--- src/rtl/clock_pkg.sv ---
// Shared definitions for the multi-channel clock divider: channel state
// encoding and the divisor every channel starts from after reset.
package clock_pkg;

    // Channel life cycle: stopped, producing periods, finishing the last period.
    typedef enum logic [1:0] {
        CH_IDLE  = 2'd0,
        CH_RUN   = 2'd1,
        CH_DRAIN = 2'd2
    } ch_state_e;

    // 50 MHz system clock divided down to 10 kHz.
    localparam int DIV_INIT_DEFAULT = 5000;

endpackage

--- src/rtl/clock_div_channel.sv ---
// One divided-clock channel. Keeps an active divisor and a pending divisor;
// the pending value only takes effect on a period boundary so that no high
// or low phase is ever cut short. All outputs come straight from flops.
module clock_div_channel
    import clock_pkg::*;
#(
    parameter int DIV_W    = 16,
    parameter int DIV_INIT = DIV_INIT_DEFAULT
) (
    input  logic             clk_i,
    input  logic             rst_ni,
    input  logic             en_i,
    input  logic             load_i,
    input  logic [DIV_W-1:0] div_val_i,
    output logic             clk_o,
    output logic             tick_o,
    output logic             busy_o
);

    // A divisor of 1 cannot give a high and a low phase, so it runs as 2.
    function automatic logic [DIV_W-1:0] norm_div(input logic [DIV_W-1:0] v);
        if (v == DIV_W'(1)) begin
            return DIV_W'(2);
        end
        return v;
    endfunction

    // ceil(d/2) with one spare bit so the all-ones divisor cannot overflow.
    function automatic logic [DIV_W:0] half_up(input logic [DIV_W-1:0] d);
        logic [DIV_W:0] sum;
        sum = {1'b0, d} + (DIV_W+1)'(1);
        return sum >> 1;
    endfunction

    localparam logic [DIV_W-1:0] D_RST = norm_div(DIV_W'(DIV_INIT));

    ch_state_e        state_q;
    logic [DIV_W-1:0] d_q;
    logic [DIV_W-1:0] p_q;
    logic             pending_q;
    logic [DIV_W-1:0] cnt_q;
    logic             clk_q;
    logic             tick_q;
    logic             busy_q;

    logic [DIV_W-1:0] div_ld;
    logic [DIV_W-1:0] cnt_inc;
    logic             wrap;
    logic [DIV_W-1:0] idle_div_d;
    logic [DIV_W-1:0] bnd_div_d;
    logic             hi_next;

    // Normalised divisor captured by a load strobe this cycle.
    assign div_ld     = norm_div(div_val_i);
    assign cnt_inc    = cnt_q + DIV_W'(1);
    // Last cycle of the current period; only meaningful while running (D >= 2).
    assign wrap       = (cnt_q == d_q - DIV_W'(1));
    // While stopped a new divisor takes effect at once, a leftover pending one too.
    assign idle_div_d = load_i ? div_ld : (pending_q ? p_q : d_q);
    // A load arriving on the boundary wins: it replaces P and waits one more period.
    assign bnd_div_d  = (!load_i && pending_q) ? p_q : d_q;
    // High phase covers counts 0 .. ceil(D/2)-1 of the period.
    assign hi_next    = ({1'b0, cnt_inc} < half_up(d_q));

    // Channel FSM with divisor bookkeeping and registered outputs.
    always_ff @(posedge clk_i) begin
        if (!rst_ni) begin
            state_q   <= CH_IDLE;
            d_q       <= D_RST;
            p_q       <= D_RST;
            pending_q <= 1'b0;
            cnt_q     <= '0;
            clk_q     <= 1'b0;
            tick_q    <= 1'b0;
            busy_q    <= 1'b0;
        end else begin
            tick_q <= 1'b0;
            case (state_q)
                CH_IDLE: begin
                    d_q       <= idle_div_d;
                    pending_q <= 1'b0;
                    cnt_q     <= '0;
                    if (load_i) begin
                        p_q <= div_ld;
                    end
                    if (en_i && (idle_div_d >= DIV_W'(2))) begin
                        state_q <= CH_RUN;
                        clk_q   <= 1'b1;
                        tick_q  <= 1'b1;
                        busy_q  <= 1'b1;
                    end else begin
                        clk_q   <= 1'b0;
                        busy_q  <= 1'b0;
                    end
                end

                CH_RUN, CH_DRAIN: begin
                    if (wrap) begin
                        d_q       <= bnd_div_d;
                        pending_q <= load_i;
                        cnt_q     <= '0;
                        if (load_i) begin
                            p_q <= div_ld;
                        end
                        // Start the next period only if still enabled and the
                        // divisor now in force is not the stop value 0.
                        if (en_i && (bnd_div_d >= DIV_W'(2))) begin
                            state_q <= CH_RUN;
                            clk_q   <= 1'b1;
                            tick_q  <= 1'b1;
                            busy_q  <= 1'b1;
                        end else begin
                            state_q <= CH_IDLE;
                            clk_q   <= 1'b0;
                            busy_q  <= 1'b0;
                        end
                    end else begin
                        cnt_q <= cnt_inc;
                        if (load_i) begin
                            p_q       <= div_ld;
                            pending_q <= 1'b1;
                        end
                        // Dropping en only marks the period as the last one;
                        // raising it again before the boundary resumes seamlessly.
                        state_q <= en_i ? CH_RUN : CH_DRAIN;
                        clk_q   <= hi_next;
                        busy_q  <= 1'b1;
                    end
                end

                default: begin
                    state_q <= CH_IDLE;
                    cnt_q   <= '0;
                    clk_q   <= 1'b0;
                    busy_q  <= 1'b0;
                end
            endcase
        end
    end

    assign clk_o  = clk_q;
    assign tick_o = tick_q;
    assign busy_o = busy_q;

endmodule

--- src/rtl/multi_clock_generator.sv ---
// Bank of N_CH independent programmable clock dividers running from one
// system clock. Each channel has its own enable, load strobe and divisor.
module multi_clock_generator
    import clock_pkg::*;
#(
    parameter int N_CH     = 4,
    parameter int DIV_W    = 16,
    parameter int DIV_INIT = DIV_INIT_DEFAULT
) (
    input  logic                  clk_in,
    input  logic                  rst_n,
    input  logic [N_CH-1:0]       en,
    input  logic [N_CH-1:0]       load,
    input  logic [N_CH*DIV_W-1:0] div_val,
    output logic [N_CH-1:0]       clk_out,
    output logic [N_CH-1:0]       tick,
    output logic [N_CH-1:0]       busy
);

    for (genvar i = 0; i < N_CH; i++) begin : g_ch
        clock_div_channel #(
            .DIV_W    (DIV_W),
            .DIV_INIT (DIV_INIT)
        ) u_ch (
            .clk_i     (clk_in),
            .rst_ni    (rst_n),
            .en_i      (en[i]),
            .load_i    (load[i]),
            .div_val_i (div_val[i*DIV_W +: DIV_W]),
            .clk_o     (clk_out[i]),
            .tick_o    (tick[i]),
            .busy_o    (busy[i])
        );
    end

endmodule

--- config.mk ---
export PLATFORM = sky130hd
export DESIGN_NAME = multi_clock_generator
export DESIGN_NICKNAME = d
export VERILOG_FILES = /design/src/rtl/clock_pkg.sv /design/src/rtl/clock_div_channel.sv /design/src/rtl/multi_clock_generator.sv
export SDC_FILE = /design/constraint.sdc
export NUM_CORES = 1
export LEC_CHECK = 0
export ABC_AREA = 1
export CAP_MARGIN = 20
export CORE_ASPECT_RATIO = 1.5
export CORE_MARGIN = 2
export CORE_UTILIZATION = 35
export DETAILED_ROUTE_END_ITERATION = 8
export PLACE_DENSITY = 0.61
export RECOVER_POWER = 50
export SLEW_MARGIN = 0
export SYNTH_ARGS = -nofsm -noshare
export SYNTH_HDL_FRONTEND = slang
export SYNTH_SLANG_ARGS = --single-unit
--- constraint.sdc ---
create_clock -name clk_in -period 3.15 [get_ports clk_in]
set_clock_uncertainty 0.05 [all_clocks]
set_input_delay 0.63 -clock clk_in [delete_from_list [all_inputs] [get_ports clk_in]]
set_output_delay 0.63 -clock clk_in [all_outputs]
set_load 0.01 [all_outputs]
* Yosys cells after proc, flatten, opt, wreduce, memory -nomap -nowiden
Index checks and enable logic that the tools add are counted.
** Operators by class
- $add $sub $neg :: 12
- $mul :: 0
- Div/mod/pow operators :: 0
- $lt $le $gt $ge :: 12
- Equality and inequality tests :: 28
- Shift operators :: 0
- Mux-type cells :: 96
- Bitwise operators :: 5
- Reduce and logical (&&, ||, !) cells :: 48
** Operators by type and width (count)
- 16-bit two-way mux :: 24
- 16-bit by 2-bit greater-or-equal comparator with 1-bit output, second input constant :: 8
- 16-bit one-hot mux with 2 select lines :: 4
- 16-bit by 1-bit adder with 17-bit output, second input constant :: 4
- 16-bit by 1-bit adder with 16-bit output, second input constant :: 4
- 16-bit by 1-bit == test with 1-bit output, second input constant :: 4
- 16-bit == test :: 4
- 16-bit less-than comparator :: 4
- 16-bit by 1-bit subtractor with 16-bit output, second input constant :: 4
- 1-bit two-way mux :: 36
- 1-bit one-hot mux with 2 select lines :: 16
- 2-bit two-way mux :: 12
- 2-bit AND reduction :: 12
- 3-bit OR reduction :: 8
- 2-bit by 1-bit inequality test with 1-bit output, second input constant :: 8
- 2-bit one-hot mux with 2 select lines :: 4
- 1-bit logical AND :: 12
- 3-bit by 2-bit inequality test with 1-bit output, second input constant :: 4
- 2-bit by 1-bit == test with 1-bit output, second input constant :: 4
- 2-bit == test, second input constant :: 4
- 2-bit zero test :: 4
- 2-bit nonzero test :: 4
- 2-bit OR reduction :: 4
- 1-bit inverter :: 5
- 1-bit zero test :: 4
** Storage, ports and cells
- Register bits after elaboration :: 216
- Latch bits :: 0
- Memory bits (writable) :: 0
- Bits in read-only memories :: 0
- Output and inout bits :: 12
- Logic and storage cells :: 233
- Memories :: 0

* Logic depth before layout (Yosys ltp)
- Word-level depth :: 8
- Mapped depth :: 21
- Mapped depth without buffers :: 20

* Cells and area by module
From an unflattened synthesis, not the netlist that was laid out.
** Unflattened totals
- Cells, all modules :: 2581
- Area, all modules :: 17072.6 um^2
** Modules (own cells, without submodules)
- clock_div_channel at g_ch[0].u_ch ... :: instances 2, cells an instance 651, area an instance 4276.6 um^2, seq. area each 1081.0 um^2
- clock_div_channel at g_ch[1].u_ch :: instances 1, cells an instance 642, area an instance 4310.4 um^2, seq. area each 1081.0 um^2
- clock_div_channel at g_ch[3].u_ch :: instances 1, cells an instance 637, area an instance 4209.0 um^2, seq. area each 1081.0 um^2

* Worst setup path before layout
Ideal clock, no wire load.
- Path type :: register -> register
- From :: register g_ch[2].u_ch.cnt_q[0]
- To :: register g_ch[2].u_ch.clk_q
- Library setup time :: 114 ps
- Arrival :: 2563 ps
- Data required time :: 2986 ps
- Setup slack :: 422 ps
- Cell stages (with the launch flop) :: 19
- Buffers on the path :: 0
- Period minus slack after synthesis :: 2728 ps
- Cells stage by stage :: dfxtp_1 -> ha_1 -> nand2_1 -> inv_1 -> nand2_1 -> nor2_1 -> nand4_1 -> nor2_1 -> nand2_1 -> nor3_1 -> and3_1 -> xnor2_1 -> inv_1 -> ha_1 -> nand4_1 -> nor4_1 -> a21oi_1 -> nand4_1 -> nand2_1
** On the way
- Longest elaborated chain between the ends :: 4
- Elaborated cells between the ends (all ways) :: 5
- Those cells by class :: 1 x add/sub; 1 x order compare; 1 x eq/ne; 2 x mux
** RTL lines
- start: declaration :: line clock_div_channel.sv:41 : logic [DIV_W-1:0] cnt_q;
- start signal: assignment :: line clock_div_channel.sv:118 : cnt_q <= cnt_inc;
- 16-bit by 1-bit adder with 16-bit output :: line clock_div_channel.sv:55 : assign cnt_inc = cnt_q + DIV_W'(1);
- net g_ch[2].u_ch.cnt_inc[14] :: line clock_div_channel.sv:47 : logic [DIV_W-1:0] cnt_inc;
- 16-bit less-than comparator :: line clock_div_channel.sv:63 : assign hi_next = ({1'b0, cnt_inc} < half_up(d_q));
- 1-bit two-way mux :: line clock_div_channel.sv:98 : if (wrap) begin
- 1-bit one-hot mux with 2 select lines :: line clock_div_channel.sv:78 : case (state_q)
- end signal: assignment :: line clock_div_channel.sv:126 : clk_q <= hi_next;
- end: declaration :: line clock_div_channel.sv:42 : logic clk_q;
The timed path passes the listed nets, and every way through them passes these cells.
A chain may end at the register's enable or synchronous reset.

* Final worst setup path
- From :: register g_ch[2].u_ch.cnt_q[1]
- To :: register g_ch[2].u_ch.clk_q
The elaborated chain is that of the path after synthesis.

==> results.rst <==
.. list-table::
   :header-rows: 1

   * - Metric
     - Value
   * - Overall power of the completed layout
     - 0.0110 W
   * - Wirelength per Cell
     - 14.8 µm
   * - Max Root-Sink Buffers
     - 3
   * - Initial antenna violation count
     - 0
   * - RePlAce Congestion
     - 0.900
   * - Maximum number of pins on one net before global-route repair
     - 115
   * - Detail-routed via count per cell
     - 5.06
   * - PortBufs
     - 85
   * - Crit path kind
     - reg2reg
   * - Synthesized instance count
     - 2703
   * - Worst slew margin
     - 0.416
   * - P_leak
     - 8.78 nW
   * - H-Tree Depth
     - 1
   * - Number of failing setup endpoints in the final timing report
     - 0
   * - Worst hold path type
     - reg2reg
   * - Gr ovfl total
     - 0
   * - Int Power
     - about 0.0065 W
   * - Post-Synthesis Cell Area
     - 16800 µm²
   * - Commonest non-fill, non-tap cells in the layout
     - sky130_fd_sc_hd__nand2_1 (616), sky130_fd_sc_hd__nor2_1 (383), sky130_fd_sc_hd__inv_1 (338)
   * - Antenna viol nets, final
     - 0
   * - Leading cell type in the layout, fill and taps excluded
     - sky130_fd_sc_hd__nand2_1
   * - Ratio of final minimum period to clock period
     - 0.953
   * - Sum of routed wire segments on met1
     - around 20000 µm
   * - CTS Root Buffer Type
     - sky130_fd_sc_hd__clkbuf_16
   * - Worst vdd rail ir drop
     - 0.402 mV
   * - Vias after detailed routing
     - 17.2k
   * - CP max stage cell
     - sky130_fd_sc_hd__dfxtp_4
   * - Net total in the final layout
     - 2942
   * - Number of storage elements in the synthesis netlist
     - 216
   * - Detail Route met2 WL
     - 26100 µm
   * - Switching Power
     - 0.00454 W
   * - Clk slew on worst S/H paths
     - 60 ps
   * - Initial Util
     - 0.353
   * - Final core utilization
     - 0.414
   * - First-pass GRT wire length
     - 82900 µm
   * - Final hold slack
     - 394 ps
   * - Crit-path max cell delay
     - 370 ps
   * - Result of the run
     - finished, final reports clean
   * - I/O pin total
     - 86
   * - P&R area growth vs syn
     - 17.1%
   * - Ant diodes
     - 0
   * - Via count of the first global-routing pass
     - 17.5k
   * - Synth Warn #
     - 0
   * - Total DRC errors in the routed layout
     - 0
   * - Routed wire length
     - between 50000 and 60000 µm
   * - Combinational cell fraction of total power
     - 0.396
   * - Share of power burned in the clock network
     - 0.277
   * - Critical path endpoint category
     - flip-flop
   * - Floorplan die area
     - 49800 µm²
   * - Worst setup SP type
     - flip-flop
   * - Mean Syn Cell Area
     - 6.22 µm²
   * - Estimated wirelength of the detail-placed design
     - around 40000 µm
   * - Number of distinct library cells after synthesis
     - 54
   * - Routed wl met3
     - 1660 µm
   * - Largest fanout of any net on the critical path
     - 4
   * - DR pass1 iterations
     - 5
   * - Die Y
     - ~270 µm
   * - Area of the placeable core
     - 47600 µm²
   * - Shortest clock period the worst path allows after layout
     - 3000 ps
   * - CTS tree
     - built
   * - Overall global routing resource usage
     - 0.201
   * - Max cap viols
     - 0
   * - 1st-iter DRT viols
     - about 1.1k
   * - Filler Cell Count
     - 5000
   * - Net count of the mapped netlist
     - 2857
   * - Required time of the critical path
     - 3550 ps
   * - Number of CTS-inserted buffers
     - 26
   * - Die W
     - approximately 180 µm
   * - Slew at the pin with the worst max-slew slack
     - 875 ps
   * - # rows
     - 98
   * - Highest attainable clock frequency
     - 333 MHz
   * - Post-cts hold buffer count
     - 0
   * - Place WS
     - -118 ps
   * - Clock Latency Late Sink
     - 550 ps
   * - Final max-slew violation count
     - 0
   * - CP cell instances
     - ha_4 -> nand2_1 -> inv_2 -> nand2_2 -> nor2_4 -> nand4_1 -> nor2_1 -> nand2_1 -> nor3_2 -> buf_4 -> xor2_1 -> inv_1 -> ha_1 -> nand4_1 -> nor4_2 -> a21oi_1 -> nand4_1 -> nand2_1
   * - Final Non-Filler Cells
     - approximately 3.4k
   * - WP data arrival
     - between 3000 and 4000 ps
   * - Seq/Total Area, Yosys
     - 0.257
   * - Final worst-path setup slack
     - ~150 ps
   * - Power share of the sequential group
     - 0.327
   * - Power density of the placed cells
     - 561 nW/µm²
   * - Highest routed metal layer
     - met4
   * - Clk sink count
     - between 200 and 250
   * - Total placed cells including tap cells
     - around 3.3k
   * - Share of layout cells above drive strength 1
     - 0.0998
   * - Share of total power consumed by net switching
     - 0.411
   * - Number of endpoints with negative hold slack in the final report
     - 0
## logic make-up after synthesis
family,synth area share
AO/OA/AOI/OAI,0.155
XOR/XNOR,0.0630
adder cells (fa/ha/maj),0.0595
buffers and inverters,0.116
flip-flops,0.257
multiplexers,0.00298
AND/OR/NAND/NOR,0.346
## registers in the layout (all words and copies together) (netlist names)
name / count
g_ch.u_ch.busy_o: 4
g_ch.u_ch.pending_q: 4
g_ch.u_ch.state_q: 8
g_ch.u_ch.cnt_q: 64
g_ch.u_ch.p_q: 64
g_ch.u_ch.clk_o: 4
g_ch.u_ch.d_q: 64
g_ch.u_ch.tick_o: 4
## layout make-up
type / count / area (µm²) / area share
clock buffers: 44 / 850 / 0.0431
well taps: 600 / 751 / 0.0381
clock inverters: 3 / 15.0 / 0.000763
repair buffers: 168 / 1490 / 0.0757
flip-flops and latches: 216 / 4360 / 0.222
multi-input cells: 2015 / 10900 / 0.552
inverters: 361 / 1360 / 0.0690
## metrics by stage
step / area (µm²) / TNS (ps)
after CTS: 19300 / 0
after global routing: 19700 / -87.9
after global placement: 18400 / -83.9
final: 19700 / 0
after floorplan: 16800 / 0
after detailed placement: 18400 / -131
## cells in the mapped netlist (all sizes together)
cell    instances  share of area
a211oi          6         0.0027
a21boi          6         0.0027
a21o            5         0.0022
a21oi         125          0.038
a221oi          1        0.00052
a22oi           1        0.00045
a31oi           3         0.0011
and2            2        0.00074
and3            2        0.00074
buf            53          0.022
clkbuf         58          0.013
clkinv          6         0.0013
dfxtp         216           0.26
ha             80          0.060
inv           355          0.079
mux2i           5         0.0030
nand2         630           0.14
nand3         157          0.048
nand3b         18         0.0080
nand4          31          0.012
nor2          442           0.11
nor3           47          0.016
nor3b           6         0.0027
nor4            1        0.00037
o211a           2         0.0012
o211ai         54          0.024
o21a            2        0.00089
o21ai         221          0.066
o21bai          6         0.0027
o221ai         17         0.0089
o22ai           2        0.00074
o311ai          4         0.0021
o31ai           2        0.00089
or2            15         0.0056
or4             1        0.00045
xnor2          29          0.015
xor2           92          0.048
## power by group through the flow
stage	combinational [W]	clock [W]	sequential [W]
2_1_floorplan	0.00346	0	0.00336
3_3_place_gp	0.00421	0	0.00363
3_5_place_dp	0.00428	0	0.00365
4_1_cts	0.00430	0.00316	0.00359
5_1_grt	0.00499	0.00325	0.00368
6_report	0.00437	0.00305	0.00361
## repair_timing
action	in CTS	in global routing
endpoints found under the hold margin	0	0
endpoints found under the setup margin	2	4
pin swaps	0	29
setup buffers	0	14
resized for setup	7	97
## worst max-delay path: cells and delay by family (launching register included)
kind                       cells  cell delay [ps]
adders and majority gates      2              390
DFF                            1              370
buffers and inverters          3              280
and+or+nand+nor               11             1500
xor gates and xnor gates       1              190
AOI/OAI and AO/OA              1              100
## final timing paths
check	from	to	slack, ps	cells past startpoint
worst max-delay path	g_ch[2].u_ch.cnt_q[1]$_SDFF_PP0_	g_ch[2].u_ch.clk_o$_SDFF_PN0_	150	18
worst min-delay path	g_ch[3].u_ch.cnt_q[0]$_SDFF_PP0_	g_ch[3].u_ch.cnt_q[0]$_SDFF_PP0_	390	1
worst max register to register	g_ch[2].u_ch.cnt_q[1]$_SDFF_PP0_	g_ch[2].u_ch.clk_o$_SDFF_PN0_	150	18
worst min register to register	g_ch[3].u_ch.cnt_q[0]$_SDFF_PP0_	g_ch[3].u_ch.cnt_q[0]$_SDFF_PP0_	390	1
## routing by layer
metal  up-vias  global-route usage
li1       8846                   -
met1      7809               0.214
met2       404               0.383
met3       164              0.0210
met4         0               0.111
met5         -                   0
Note: power is estimated with default switching activity, not from simulation.
